`src/rtl/eth_hdr_framer.sv`:
```
// Per-packet header framer: serialises {seq, i_param} MSB-first, then passes pixel bytes
// through a single ready/valid output register towards the UDP/Ethernet packetiser.
//
// state  | meaning
// IDLE   | after reset, waiting for MAC idle and an empty line buffer
// WAIT   | armed, waiting for a full packet in the line buffer
// HDR    | shifting header bytes out, one per accepted transfer
// DATA   | pixel pass-through until the packetiser signals end of packet
module eth_hdr_framer #(
   parameter int HDR_BYTES = 12,
   parameter int SEQ_EN    = 1,
   parameter int LEN_W     = 15,
   parameter int ROW_W     = 8
) (
   input  logic                   i_clk,
   input  logic                   i_rst,
   input  logic [HDR_BYTES*8-1:0] i_param,
   input  logic                   i_full,
   input  logic                   i_packet_last,
   input  logic                   i_eth_busy,
   input  logic [7:0]             i_pix_data,
   input  logic                   i_pix_valid,
   output logic                   o_pix_ready,
   input  logic [LEN_W-1:0]       i_data_byte,
   input  logic [ROW_W-1:0]       i_row_number,
   input  logic                   i_sof,
   input  logic                   i_out_ready,
   output logic [7:0]             o_data,
   output logic                   o_valid,
   output logic [LEN_W-1:0]       o_data_byte,
   output logic [ROW_W-1:0]       o_row_number,
   output logic                   o_sof,
   output logic                   o_hdr_flag,
   output logic                   o_busy,
   output logic [15:0]            o_seq
);

   localparam int TOT = HDR_BYTES + 2*SEQ_EN;
   localparam int SW  = TOT*8;
   localparam int CW  = $clog2(TOT+1);
   localparam logic [CW-1:0]    CNT_LAST = CW'(TOT-1);
   localparam logic [LEN_W-1:0] HDR_LEN  = LEN_W'(TOT);

   typedef enum logic [1:0] {S_IDLE, S_WAIT, S_HDR, S_DATA} state_t;

   state_t            state_q, state_d;
   logic [SW-1:0]     sr_q, sr_d, sr_load, sr_shift;
   logic [CW-1:0]     cnt_q, cnt_d;
   logic [15:0]       seq_q, seq_d;
   logic [15:0]       oseq_q, oseq_d;
   logic [7:0]        data_q, data_d;
   logic              valid_q, valid_d;
   logic [LEN_W-1:0]  len_q, len_d;
   logic [ROW_W-1:0]  row_q, row_d;
   logic              sof_q, sof_d;
   logic              hdr_q, hdr_d;
   logic              busy_q, busy_d;
   logic              pix_ready, pix_acc, hdr_acc;

   generate
      if (SEQ_EN != 0) begin : g_seq
         assign sr_load = {seq_q, i_param};
      end else begin : g_noseq
         assign sr_load = i_param;
      end
   endgenerate

   assign sr_shift  = sr_q << 8;
   // Single output register, no skid: a new pixel only when the slot is empty or draining.
   assign pix_ready = (state_q == S_DATA) && (!valid_q || i_out_ready);
   assign pix_acc   = i_pix_valid && pix_ready;
   assign hdr_acc   = (state_q == S_HDR) && valid_q && i_out_ready;

   always_comb begin
      state_d = state_q;
      sr_d    = sr_q;
      cnt_d   = cnt_q;
      seq_d   = seq_q;
      oseq_d  = oseq_q;
      data_d  = data_q;
      valid_d = valid_q;
      len_d   = len_q;
      row_d   = row_q;
      sof_d   = sof_q;
      hdr_d   = hdr_q;
      case (state_q)
         S_IDLE: begin
            if (!i_eth_busy && !i_full) state_d = S_WAIT;
         end
         S_WAIT: begin
            if (valid_q && i_out_ready) valid_d = 1'b0;
            if (!i_eth_busy && i_full && !valid_q) begin
               state_d = S_HDR;
               sr_d    = sr_load;
               cnt_d   = '0;
               oseq_d  = seq_q;
               data_d  = sr_load[SW-1 -: 8];
               valid_d = 1'b1;
               hdr_d   = 1'b1;
               len_d   = HDR_LEN;
               row_d   = '0;
               sof_d   = 1'b0;
            end
         end
         S_HDR: begin
            if (hdr_acc) begin
               sr_d   = sr_shift;
               cnt_d  = cnt_q + 1'b1;
               data_d = sr_shift[SW-1 -: 8];
               if (cnt_q == CNT_LAST) begin
                  state_d = S_DATA;
                  valid_d = 1'b0;
                  hdr_d   = 1'b0;
               end
            end
         end
         S_DATA: begin
            if (pix_acc) begin
               data_d  = i_pix_data;
               len_d   = i_data_byte;
               row_d   = i_row_number;
               sof_d   = i_sof;
               valid_d = 1'b1;
               hdr_d   = 1'b0;
            end else if (valid_q && i_out_ready) begin
               valid_d = 1'b0;
            end
            if (i_packet_last) begin
               state_d = S_WAIT;
               seq_d   = seq_q + 16'd1;
            end
         end
         default: state_d = S_IDLE;
      endcase
      busy_d = (state_d == S_WAIT || state_d == S_HDR) ? 1'b1 : i_eth_busy;
   end

   always_ff @(posedge i_clk) begin
      if (i_rst) begin
         state_q <= S_IDLE;
         sr_q    <= '0;
         cnt_q   <= '0;
         seq_q   <= '0;
         oseq_q  <= '0;
         data_q  <= '0;
         valid_q <= 1'b0;
         len_q   <= '0;
         row_q   <= '0;
         sof_q   <= 1'b0;
         hdr_q   <= 1'b0;
         busy_q  <= 1'b0;
      end else begin
         state_q <= state_d;
         sr_q    <= sr_d;
         cnt_q   <= cnt_d;
         seq_q   <= seq_d;
         oseq_q  <= oseq_d;
         data_q  <= data_d;
         valid_q <= valid_d;
         len_q   <= len_d;
         row_q   <= row_d;
         sof_q   <= sof_d;
         hdr_q   <= hdr_d;
         busy_q  <= busy_d;
      end
   end

   assign o_pix_ready  = pix_ready;
   assign o_data       = data_q;
   assign o_valid      = valid_q;
   assign o_data_byte  = len_q;
   assign o_row_number = row_q;
   assign o_sof        = sof_q;
   assign o_hdr_flag   = hdr_q;
   assign o_busy       = busy_q;
   assign o_seq        = oseq_q;

endmodule

```
`config.mk`:
```
export PLATFORM = sky130hd
export DESIGN_NAME = eth_hdr_framer
export DESIGN_NICKNAME = d
export VERILOG_FILES = /design/src/rtl/eth_hdr_framer.sv
export SDC_FILE = /design/constraint.sdc
export NUM_CORES = 1
export LEC_CHECK = 0
export CAP_MARGIN = 10
export CELL_PAD_IN_SITES_DETAIL_PLACEMENT = 1
export CELL_PAD_IN_SITES_GLOBAL_PLACEMENT = 2
export CORE_AREA = 2 2 134 201
export CTS_BUF_LIST = sky130_fd_sc_hd__clkbuf_4
export CTS_CLUSTER_DIAMETER = 200
export DETAILED_ROUTE_END_ITERATION = 8
export DIE_AREA = 0 0 136 203
export PLACE_DENSITY = 0.78
export SLEW_MARGIN = 20
export SYNTH_ARGS = -nofsm -noshare
export SYNTH_HDL_FRONTEND = slang
export SYNTH_SLANG_ARGS = --single-unit
```
`constraint.sdc`:
```
create_clock -name i_clk -period 3.9 [get_ports i_clk]
set_input_delay 1.17 -clock i_clk [delete_from_list [all_inputs] [get_ports i_clk]]
set_output_delay 1.17 -clock i_clk [all_outputs]
set_load 0.02 [all_outputs]
```
# Word level (Yosys, flattened, before mapping)
# Cells that the tools add are included.
# classes
n_addsub	2
n_eq_ne	10
n_mux	35
reduce_logical	24
# op_table
operator	count
2-to-1 mux 104 bit	2
one-hot mux 104 bit (2 select lines)	1
2-to-1 mux 8 bit	5
2-to-1 mux 15 bit	2
one-hot mux 15 bit (2 select lines)	1
one-hot mux 8 bit (3 select lines)	1
adder 16 x 1 -> 16 bit, second input constant	1
one-hot mux 8 bit (2 select lines)	1
2-to-1 mux 1 bit	10
2-to-1 mux 2 bit	5
AND reduction 3 bit	3
logical AND 1 bit	8
2-to-1 mux 4 bit	2
one-hot mux 2 bit (4 select lines)	1
one-hot mux 4 bit (2 select lines)	1
equality test 2 bit, second input constant	3
inequality test 2 bit, second input constant	3
one-hot mux 1 bit (3 select lines)	2
AND reduction 5 bit	1
adder 4 x 1 -> 4 bit, second input constant	1
equality test 2 x 1 -> 1 bit, second input constant	2
equality test 4 bit, second input constant	1
AND reduction 2 bit	2
AND reduction 4 bit	1
other kinds (7)	11
# totals
reg_bits	177
input_bits	135
out_inout_bits	52
elab_cells	83

# Logic depth before layout (Yosys ltp)
# logic_depth
ltp_word	8
mapped_depth	8
depth_no_buf	6

# Worst setup path after synthesis
# Ideal clock, no wire load.
# synth_path
kind	in2out
start	in i_out_ready
end	out o_pix_ready
arrival_time_ns	1.609
required_ns	2.730
path_slack_ns	1.121
cell_stages	2
path_cell_list	nand2b_1 and2_1
# synth_via
elab_chain_cells	2
# synth_rtl
element	line_no	text
start, declared	27	input logic i_out_ready,
logical OR 1 bit	70	assign pix_ready = (state_q == S_DATA) && (!valid_q || i_out_ready);
logical AND 1 bit	70	
end, declared	23	output logic o_pix_ready,
# Every way passes these cells.

# Final worst setup path
# Ends and elaborated chain as after synthesis.

==> impl_metrics.json <==
{
  "first_pass_iters": 5,
  "cp-endpoint": "o_pix_ready",
  "gp_congestion": 0.737,
  "via_per_inst": 4.85,
  "maxCapViolations": 0,
  "ant_nets": 0,
  "leakagePower_nw": 3.86,
  "crit_path_start": "i_out_ready",
  "synth_nets": 978,
  "die_w_um": 136,
  "drtIter0Drc": 233,
  "ctsHtreeMaxLevel": 4,
  "fp-row-count": 72,
  "dieArea_um2": 27600,
  "postCtsHoldBufs": 0,
  "antenna_found_initial": 2,
  "worstPathRequired_ns": 2.73,
  "wl_um": 22100,
  "post_cts_resized": 0,
  "stdcell_count": 1331,
  "tns_ns": 0,
  "clock-sinks": 177,
  "drv_slew": 0,
  "grt_pass1_wl_um": 35200,
  "ios": 187,
  "worstPathArrival_ns": 2.57,
  "vias": 6449,
  "r2r-start": "state_q[1]",
  "wire_per_inst_um": 16.6,
  "fillCellCount": 3019,
  "globalRouteOverflowTotal": 0,
  "portBuffers": 186,
  "fin_crit_sh_pct": 96.0,
  "end_kind": "output pin",
  "final_common_cell": "clkdlybuf4s50_1",
  "syn-instance-count": 840,
  "finalHoldViolCount": 0,
  "fin_nets": 1125,
  "die_h_um": 203,
  "status": "finished, final reports clean",
  "final_cell_mix": "clkdlybuf4s50_1 (185), dfxtp_1 (177), nor2_1 (134), mux2i_1 (113), a211oi_1 (96)",
  "place_inst": 1301,
  "clkLatencyLatePin_ns": 0.58,
  "numCtsBuffers": 17,
  "cts_tree": "yes",
  "ys_seq_area_share_pct": 46.6,
  "ys_seq_elements": 177,
  "ff2ff_setup_slack_ns": 1.67,
  "cts_root_buffer": "clkbuf_4",
  "max_freq_mhz": 267,
  "path_class": "in2out",
  "clk_pin_slew_worst_paths_ns": 0.14,
  "worst_slew_pin_slew_ns": 0.582,
  "pwr_density_cell_nw_per_um2": 334,
  "r2r_cells": 6,
  "ir_worst_vdd_v": 0.000154,
  "clock_path_buffers": 2,
  "min_period_ns": 3.74,
  "cp-start-kind": "input port",
  "worst-path-max-fanout": 4,
  "setup_violations": 0,
  "post_cts_buffers": 0,
  "core_region_area_um2": 25800,
  "yosysWarnings": 0,
  "initial_core_util_pct": 29.5,
  "skew_ns": 0.0198,
  "regToRegEndpoint": "sr_q[64]",
  "slew_headroom_pct": 61.2,
  "drc_errors": 0,
  "synth_area_um2": 7610,
  "worstHoldPathType": "reg2reg",
  "rsz0062_at_grt": "no",
  "yosys.cell_types.count": 36,
  "syn_area_per_cell_um2": 9.06,
  "grt_pass1_vias": 6614,
  "layout-drive-gt1-share_pct": 5.12,
  "syn_to_final_growth_pct": 31.4,
  "grt_usage_pct": 16.3,
  "hpwl_um": 15600,
  "grt_max_degree": 72
}
==> cell usage after synthesis <==
cell type / n / area (um2)
a31oi_1: 2 / 12.5
and4b_1: 1 / 10.0
o21ai_0: 4 / 20.0
o31ai_1: 2 / 15.0
nor3_1: 8 / 40.0
buf_6: 8 / 90.1
and3_1: 4 / 25.0
buf_2: 36 / 180
dfxtp_1: 177 / 3540
xor2_1: 11 / 96.3
and2_1: 4 / 25.0
nor2_1: 134 / 503
a211oi_1: 96 / 721
nand2_1: 74 / 278
clkbuf_1: 26 / 97.6
xnor2_1: 1 / 8.76
or4_1: 2 / 15.0
buf_1: 2 / 7.51
a32o_1: 2 / 20.0
a21o_1: 1 / 7.51
ha_1: 3 / 37.5
a311oi_1: 2 / 17.5
nand3_1: 36 / 180
or3_1: 3 / 18.8
a21oi_1: 63 / 315
a32oi_1: 1 / 8.76
a2bb2oi_1: 1 / 8.76
and4_1: 2 / 17.5
buf_4: 3 / 22.5
mux2i_1: 113 / 1130
mux2_2: 2 / 22.5
inv_1: 4 / 15.0
nand4_1: 8 / 50.1
nor4b_4: 1 / 23.8
a211oi_2: 1 / 12.5
nand2b_1: 2 / 12.5
==> how the worst min path moves through the flow <==
| stage | endpoint | from | depth (start not counted) |
|---|---|---|---|
| after floorplan | sr_q[0] | sr_q[0] | 2 |
| after global placement | o_row_number[2] | o_row_number[2] | 2 |
| after detailed placement | o_data_byte[6] | o_data_byte[6] | 2 |
| after CTS | o_data_byte[6] | o_data_byte[6] | 2 |
| after global routing | o_data_byte[7] | o_data_byte[7] | 2 |
| final | o_data_byte[6] | o_data_byte[6] | 2 |
==> worst max-delay path: stages <==
cell and delay, ns:
clkdlybuf4s50_1 0.53, nand2b_1 0.14, and2_1 0.14, clkdlybuf4s50_1 0.60
==> power by group <==
part           switching, W  internal [W]
Clock              0.000624      0.000456
Sequential        0.0000253       0.00185
Combinational      0.000171      0.000213
==> cells by family (layout without fill, tap and decap cells) <==
family                   Yosys count  in the layout  synth area share, %
buffers and inverters             79            235                 5.43
multiplexers                     115            115                 15.2
other                              0              2                    0
adder cells (fa/ha/maj)            3              3                0.493
AO/OA/AOI/OAI                    175            175                 15.2
flip-flops                       177            177                 46.6
AND/OR/NAND/NOR                  279            279                 15.8
XOR/XNOR                          12             12                 1.38
==> per-layer routing <==
metal  GRT usage [%]  part of all wire [%]  up-vias
met5               0                     0        -
met4            4.80                   1.2        0
met3            3.27                   3.5       14
met2            29.9                    53      116
met1            18.9                    42     3050
li1                -                     -     3269
==> area by class of cell <==
class	instances	area, um2	share of cell area [%]
Multi-Input combinational cell	584	3670	36.7
Sequential cell	177	3540	35.4
Timing Repair Buffer	203	2080	20.8
Tap cell	333	417	4.17
Clock buffer	21	158	1.58
Clock inverter	7	114	1.14
Inverter	4	15.0	0.150
Antenna cell	2	5.00	0.0501
==> flip-flops by register name, summed over array words and instances (netlist names) <==
signal and flops:
state_q 2, sr_q 104, seq_q 16, o_data 8, o_seq 16, o_data_byte 15
o_row_number 8, o_hdr_flag 1, cnt_q 4, o_busy 1, o_sof 1, o_valid 1
==> metrics by stage <==
| stage | worst slack (ns) | cell area [um2] | utilization, % | power [W] | hold slack (ns) |
|---|---|---|---|---|---|
| final | 0.157 | 10000 | 38.8 | 0.00334 | 0.459 |
| after global routing | 0.0824 | 10000 | 38.8 | 0.00351 | 0.484 |
| after CTS | 0.161 | 9990 | 38.8 | 0.00340 | 0.462 |
| after detailed placement | 0.166 | 9720 | 37.7 | 0.00231 | 0.443 |
| after global placement | 0.186 | 9720 | 37.7 | 0.00230 | 0.438 |
| after floorplan | 1.12 | 7610 | - | 0.00210 | 0.447 |
Note: power is estimated with default switching activity, not from simulation.
